### src/rtl/seg_display_8bit.sv
// -----------------------------------------------------------------------------
// seg_display_8bit
//
// Display stage for the microwave timer. An 8-bit binary time value is turned
// into three BCD digits by a sequential shift-add-3 (double-dabble) engine and
// scanned onto a four-digit common-anode seven-segment display. All outputs
// are registered.
//
// Parameters
//   REFRESH_DIV  clk cycles per digit slot (>= 2). 100000 @ 100 MHz = 1 kHz.
//
// Ports
//   clk      in   1  system clock (only clock)
//   reset    in   1  synchronous, active-high reset
//   value    in   8  unsigned binary value to display (0..255)
//   blank    in   1  forces all anodes off; conversion keeps running
//   busy     out  1  high while a conversion is in flight
//   seg_out  out  7  segments, active-low, {g,f,e,d,c,b,a}
//   an_out   out  4  anodes, active-low, an_out[0] = rightmost digit
//
// Configuration macro
//   LEADING_ZERO_BLANK_EN  when defined, leading zero digits are blanked
//                          (hundreds if 0, tens if hundreds and tens are 0).
//                          When undefined all three digits are always shown.
// -----------------------------------------------------------------------------
module seg_display_8bit #(
  parameter int REFRESH_DIV = 100000
) (
  input  logic       clk,
  input  logic       reset,
  input  logic [7:0] value,
  input  logic       blank,
  output logic       busy,
  output logic [6:0] seg_out,
  output logic [3:0] an_out
);

  localparam int             CW          = $clog2(REFRESH_DIV);
  localparam logic [CW-1:0]  REFRESH_MAX = CW'(REFRESH_DIV - 1);

  typedef enum logic [1:0] {
    S_IDLE  = 2'd0,
    S_SHIFT = 2'd1,
    S_LATCH = 2'd2
  } state_t;

  // ---------------------------------------------------------------------------
  // Registers
  // ---------------------------------------------------------------------------
  state_t        r_state;
  logic [7:0]    r_src;        // last value handed to the converter
  logic          r_src_valid;  // cleared by reset to force a first conversion
  logic [19:0]   r_shift;      // {hundreds, tens, ones, binary}
  logic [2:0]    r_cnt;        // shift step counter, 0..7
  logic          r_busy;
  logic [3:0]    r_dig_h;
  logic [3:0]    r_dig_t;
  logic [3:0]    r_dig_o;
  logic [CW-1:0] r_refresh;
  logic [1:0]    r_scan;

  // ---------------------------------------------------------------------------
  // Wires
  // ---------------------------------------------------------------------------
  state_t      w_next_state;
  logic        w_start;
  logic        w_capture;
  logic        w_shift_en;
  logic        w_latch;
  logic [19:0] w_adj;
  logic [3:0]  w_digit;
  logic        w_slot_blank;
  logic [6:0]  w_seg_pat;

  // A conversion is needed whenever the input differs from what the display
  // was last built from, or nothing has been converted since reset.
  assign w_start = (value != r_src) || !r_src_valid;

  // ---------------------------------------------------------------------------
  // FSM: state register
  // ---------------------------------------------------------------------------
  // NOTE: sequential state is always written with non-blocking assignments so
  // every flop samples pre-edge values regardless of block ordering.
  always_ff @(posedge clk) begin
    if (reset) r_state <= S_IDLE;
    else       r_state <= w_next_state;
  end

  // ---------------------------------------------------------------------------
  // FSM: next-state logic
  // ---------------------------------------------------------------------------
  // NOTE: every signal driven from always_comb gets a default first so no path
  // leaves it unassigned (which would infer a latch).
  always_comb begin
    w_next_state = r_state;
    unique case (r_state)
      S_IDLE:  if (w_start)        w_next_state = S_SHIFT;
      S_SHIFT: if (r_cnt == 3'd7)  w_next_state = S_LATCH;
      S_LATCH:                     w_next_state = S_IDLE;
      default:                     w_next_state = S_IDLE;
    endcase
  end

  // ---------------------------------------------------------------------------
  // FSM: output decode (strobes for the datapath)
  // ---------------------------------------------------------------------------
  always_comb begin
    w_capture  = 1'b0;
    w_shift_en = 1'b0;
    w_latch    = 1'b0;
    unique case (r_state)
      S_IDLE:  w_capture  = w_start;
      S_SHIFT: w_shift_en = 1'b1;
      S_LATCH: w_latch    = 1'b1;
      default: ;
    endcase
  end

  // ---------------------------------------------------------------------------
  // Double-dabble step: nibbles >= 5 get +3 before the left shift, so that the
  // doubling carries correctly into the next decimal digit.
  // ---------------------------------------------------------------------------
  always_comb begin
    w_adj = r_shift;
    if (r_shift[19:16] >= 4'd5) w_adj[19:16] = r_shift[19:16] + 4'd3;
    if (r_shift[15:12] >= 4'd5) w_adj[15:12] = r_shift[15:12] + 4'd3;
    if (r_shift[11:8]  >= 4'd5) w_adj[11:8]  = r_shift[11:8]  + 4'd3;
  end

  // ---------------------------------------------------------------------------
  // Conversion datapath. Display digits are only written at LATCH, so a
  // half-converted value is never visible.
  // ---------------------------------------------------------------------------
  // NOTE: all storage here is discrete flops, so all of it is reset; there is
  // no memory array that would need to stay out of the reset tree.
  always_ff @(posedge clk) begin
    if (reset) begin
      r_src       <= 8'd0;
      r_src_valid <= 1'b0;
      r_shift     <= 20'd0;
      r_cnt       <= 3'd0;
      r_busy      <= 1'b0;
      r_dig_h     <= 4'd0;
      r_dig_t     <= 4'd0;
      r_dig_o     <= 4'd0;
    end else begin
      if (w_capture) begin
        r_shift     <= {12'd0, value};
        r_src       <= value;
        r_src_valid <= 1'b1;
        r_cnt       <= 3'd0;
        r_busy      <= 1'b1;
      end
      if (w_shift_en) begin
        r_shift <= {w_adj[18:0], 1'b0};
        r_cnt   <= r_cnt + 3'd1;
      end
      if (w_latch) begin
        r_dig_h <= r_shift[19:16];
        r_dig_t <= r_shift[15:12];
        r_dig_o <= r_shift[11:8];
        r_busy  <= 1'b0;
      end
    end
  end

  // ---------------------------------------------------------------------------
  // Scan timing: refresh counter wraps every REFRESH_DIV cycles and advances
  // the slot index 0..3 (the 2-bit index wraps naturally).
  // ---------------------------------------------------------------------------
  always_ff @(posedge clk) begin
    if (reset) begin
      r_refresh <= '0;
      r_scan    <= 2'd0;
    end else if (r_refresh == REFRESH_MAX) begin
      r_refresh <= '0;
      r_scan    <= r_scan + 2'd1;
    end else begin
      r_refresh <= r_refresh + 1'b1;
    end
  end

  // ---------------------------------------------------------------------------
  // Slot decode: digit selection and blanking of the current slot.
  // ---------------------------------------------------------------------------
  always_comb begin
    w_digit      = 4'd0;
    w_slot_blank = 1'b0;
    unique case (r_scan)
      2'd0: w_digit = r_dig_o;
      2'd1: begin
        w_digit = r_dig_t;
`ifdef LEADING_ZERO_BLANK_EN
        w_slot_blank = (r_dig_h == 4'd0) && (r_dig_t == 4'd0);
`else
        w_slot_blank = 1'b0;
`endif
      end
      2'd2: begin
        w_digit = r_dig_h;
`ifdef LEADING_ZERO_BLANK_EN
        w_slot_blank = (r_dig_h == 4'd0);
`else
        w_slot_blank = 1'b0;
`endif
      end
      default: w_slot_blank = 1'b1;  // slot 3 has no digit
    endcase
  end

  always_comb begin
    w_seg_pat = 7'b1111111;
    unique case (w_digit)
      4'd0:    w_seg_pat = 7'b1000000;
      4'd1:    w_seg_pat = 7'b1111001;
      4'd2:    w_seg_pat = 7'b0100100;
      4'd3:    w_seg_pat = 7'b0110000;
      4'd4:    w_seg_pat = 7'b0011001;
      4'd5:    w_seg_pat = 7'b0010010;
      4'd6:    w_seg_pat = 7'b0000010;
      4'd7:    w_seg_pat = 7'b1111000;
      4'd8:    w_seg_pat = 7'b0000000;
      4'd9:    w_seg_pat = 7'b0010000;
      default: w_seg_pat = 7'b1111111;
    endcase
  end

  // ---------------------------------------------------------------------------
  // Registered output drive (one cycle behind scan index and blank).
  // The blank input only gates the anodes; segment data keeps following the
  // slot so the digit reappears cleanly when blank drops.
  // ---------------------------------------------------------------------------
  always_ff @(posedge clk) begin
    if (reset) begin
      an_out  <= 4'b1111;
      seg_out <= 7'b1111111;
    end else begin
      an_out  <= (blank || w_slot_blank) ? 4'b1111 : ~(4'b0001 << r_scan);
      seg_out <= w_slot_blank ? 7'b1111111 : w_seg_pat;
    end
  end

  assign busy = r_busy;

endmodule

### config.mk
export PLATFORM = sky130hd
export DESIGN_NAME = seg_display_8bit
export DESIGN_NICKNAME = d
export VERILOG_FILES = /design/src/rtl/seg_display_8bit.sv
export SDC_FILE = /design/constraint.sdc
export NUM_CORES = 1
export LEC_CHECK = 0
export BUFFER_PORTS_ARGS = -buffer_cell sky130_fd_sc_hd__buf_2
export CAP_MARGIN = 20
export CELL_PAD_IN_SITES_DETAIL_PLACEMENT = 1
export CELL_PAD_IN_SITES_GLOBAL_PLACEMENT = 1
export CORE_ASPECT_RATIO = 0.6
export CORE_MARGIN = 10
export CORE_UTILIZATION = 49
export DETAILED_ROUTE_END_ITERATION = 16
export GPL_TIMING_DRIVEN = 1
export PLACE_DENSITY_LB_ADDON = 0.1
export SLEW_MARGIN = 20
export SYNTH_ARGS = -nofsm -noshare
export SYNTH_HDL_FRONTEND = slang
export SYNTH_SLANG_ARGS = --single-unit
### constraint.sdc
create_clock -name clk -period 5.9 [get_ports clk]
set_input_delay 0.295 -clock clk [delete_from_list [all_inputs] [get_ports clk]]
set_output_delay 0.295 -clock clk [all_outputs]
set_load 0.01 [all_outputs]
==> flow_summary.ini <==
[critical_path]
crit_fanout = 6
end_kind = register
cp_cell_sequence = inv_1 > ha_1 > a222oi_1 > a21oi_1 > nor3_1 > o21ai_0
cpMaxStageDelayCell = a222oi_1
cp_top_family = compound AO/OA/AOI/OAI gates
max_stage_delay_ns = 0.71
cp.buffers_inverters = 1
worstPathArrival_ns = 2.63
path_class = register to register
required_ns = 6.06
critPathLaunchType = register

[sta]
finClkSkew_ns = 0.004883
slew_viol_final = 0
setup_tns_ns = 0
tightest_slew_ns = 0.9951
relSlewSlack_pct = 33.52
period_minus_slack_ns = 2.466
hold_viol = 0
setup_viol = 0
layout_worst_path_cycle_share_pct = 41.79
fmax_ghz = 0.4056
rsz0062_at_grt = no

[cts]
cts_tree = yes
cts_root_buf = clkbuf_16
cts_buffer_depth = 2
insertion_delay_ns = 0.33
cts_inserted_buffers = 9
cts_resized = 0
htreeDepth = 3
cts.sink_count = 77
cts_setup_buffers = 0
holdBufCountCts = 0
cts.clk_slew.worst_paths_ns = 0.05

[routing]
vias = 2955
drc = 0
ant_nets = 0
drt-vias-per-instance = 5.672
routed_wl_um = 9069
drt_first_pass_iters = 6
wl_per_cell_um = 17.41
drt-initial-drc-count = 218

[global_route]
grt_max_degree = 55
grt_remaining_overflow = 0
grt_pass1_vias = 3009
grt_pass1_wl_um = 15130
grtUsageTotal_pct = 16.77
antenna_found_initial = 0

[logic_synthesis]
syn_nets = 444
yosysUniqueCellTypes = 40
synth.yosys.seq_area_share_pct = 43.64
ys_seq_elements = 77
syn_area_um2 = 3532
synthCells = 414
yosysWarnings = 0
syn_area_per_cell_um2 = 8.532

[finish]
areaGrowthSynthToFinish_pct = 11.80
diodes = 0
stdcell_count = 521
mostFrequentLayoutCells = dfxtp_1 (77), nand2_1 (59), a21oi_1 (45)
final_util_pct = 57.65
final_common_cell = dfxtp_1
drive_gt1_share_pct = 10.37
final_nets = 460

[pwr]
intPower_mw = 0.8808
power_density_nw_per_um2 = 288.4
finalPower_mw = 1.139
seqPwrFrac_pct = 48.2
clkPwrFrac_pct = 45.0
switchingPower_mw = 0.2580
ir_worst_vdd_uv = 176.8
comb_power_share_pct = 6.8
leakagePower_nw = 1.541
switching_share_pct = 22.66

[die]
die_h_um = 85.77
dieArea_um2 = 11120
dieWidth_um = 129.6
rows = 23
core_area_um2 = 6849
ios = 23
start_util_pct = 51.57

[placed_design]
post-place-cells = 506
numPortBuffers = 22
globalplace.congestion = 0.7893
dp_hpwl_um = 6466

[run_status]
status = completed

[flow_run]
max-cap-violations = 0

[min_path]
min_path_type = primary input to register
-- metrics by stage --
| stage | area (µm²) | setup WS (ns) | hold WS (ns) |
|---|---|---|---|
| final | 3949 | 3.434 | 0.2117 |
| after global routing | 3949 | 3.121 | 0.2349 |
| after CTS | 3949 | 3.402 | 0.2031 |
| after detailed placement | 3670 | 3.459 | 0.4398 |
| after global placement | 3670 | 3.666 | 0.4268 |
| after floorplan | 3532 | 3.925 | 0.4121 |
-- cell usage after synthesis, drive strengths merged --
cell type | instances | area [µm²]
o21ai | 26 | 130.1
or2 | 4 | 25.03
nand4 | 4 | 31.28
a31oi | 7 | 43.79
nor3 | 6 | 30.03
mux2i | 6 | 60.06
and3 | 8 | 50.05
nor2 | 40 | 150.1
buf | 6 | 47.54
nor4 | 1 | 6.260
o41ai | 1 | 27.53
ha | 19 | 237.7
a211oi | 1 | 7.510
a32oi | 2 | 17.52
nand4b | 2 | 17.52
clkinv | 1 | 3.750
o31ai | 1 | 21.27
dfxtp | 77 | 1541
inv | 12 | 45.04
nor3b | 3 | 22.52
a21oi | 45 | 225.2
nand2 | 59 | 221.5
nand3b | 3 | 22.52
and4 | 4 | 35.03
nand3 | 20 | 105.1
or3 | 1 | 6.260
nand2b | 7 | 43.79
mux2 | 1 | 11.26
and2 | 1 | 6.260
xnor2 | 18 | 157.7
a222oi | 4 | 40.04
xor2 | 9 | 78.83
o211ai | 1 | 7.510
clkbuf | 13 | 48.80
nor2b | 1 | 6.260
-- registers in the layout (all words and copies together) (netlist names) --
register and cells:
an_out 4, busy 1, r_cnt 3, r_dig_h 4, r_dig_o 4, r_dig_t 4, r_refresh 17, r_scan 2
r_shift 20, r_src 8, r_src_valid 1, r_state 2, seg_out 7
-- power groups by stage --
stage               clock [mW]  sequential (mW)  combinational, mW
floorplan                    0            0.557             0.0553
global placement             0            0.559             0.0740
detailed placement           0            0.559             0.0773
CTS                      0.521            0.548             0.0780
global route             0.539            0.550             0.0869
finish                   0.513            0.548             0.0778
-- worst min-delay path, stage by stage --
cell and delay [ns]:
buf_2 0.08, nor3_1 0.06, nand2_1 0.06
-- worst paths after layout --
path / startpoint / cells after the start / slack (ns) / to
setup / recovery: r_scan[0] / 6 / 3.43 / seg_out[2]
hold / removal: blank / 3 / 0.21 / an_out[1]
setup reg to reg: r_scan[0] / 6 / 3.43 / seg_out[2]
hold reg to reg: r_refresh[0] / 1 / 0.44 / r_refresh[0]
-- cell type report --
type,instances,area [µm²]
Sequential cell,77,1541
Tap cell,87,108.9
Inverter,13,48.80
Timing Repair Buffer,24,125.1
Fill cell,820,2900
Multi-Input combinational cell,305,1846
Clock inverter,1,5.005
Clock buffer,14,274.0
-- kinds of logic (layout without fill, tap and decap cells) --
group,after synthesis,after routing,share of synthesized area [%]
simple gates,164,164,22.07
compound gates,88,88,14.74
flops,77,77,43.64
buf+inv,32,52,4.109
xor+xnor,27,27,6.695
fa+ha+maj,19,19,6.730
mux,7,7,2.019
-- per-layer routing --
layer,vias to the layer above,routed length [µm],track usage (%)
met5,-,0,0
met2,46,3942,25.87
met4,0,100,5.691
met3,10,415,4.057
met1,1445,4609,22.42
li1,1454,-,-
No activity file was read; power rests on OpenSTA's default activity.
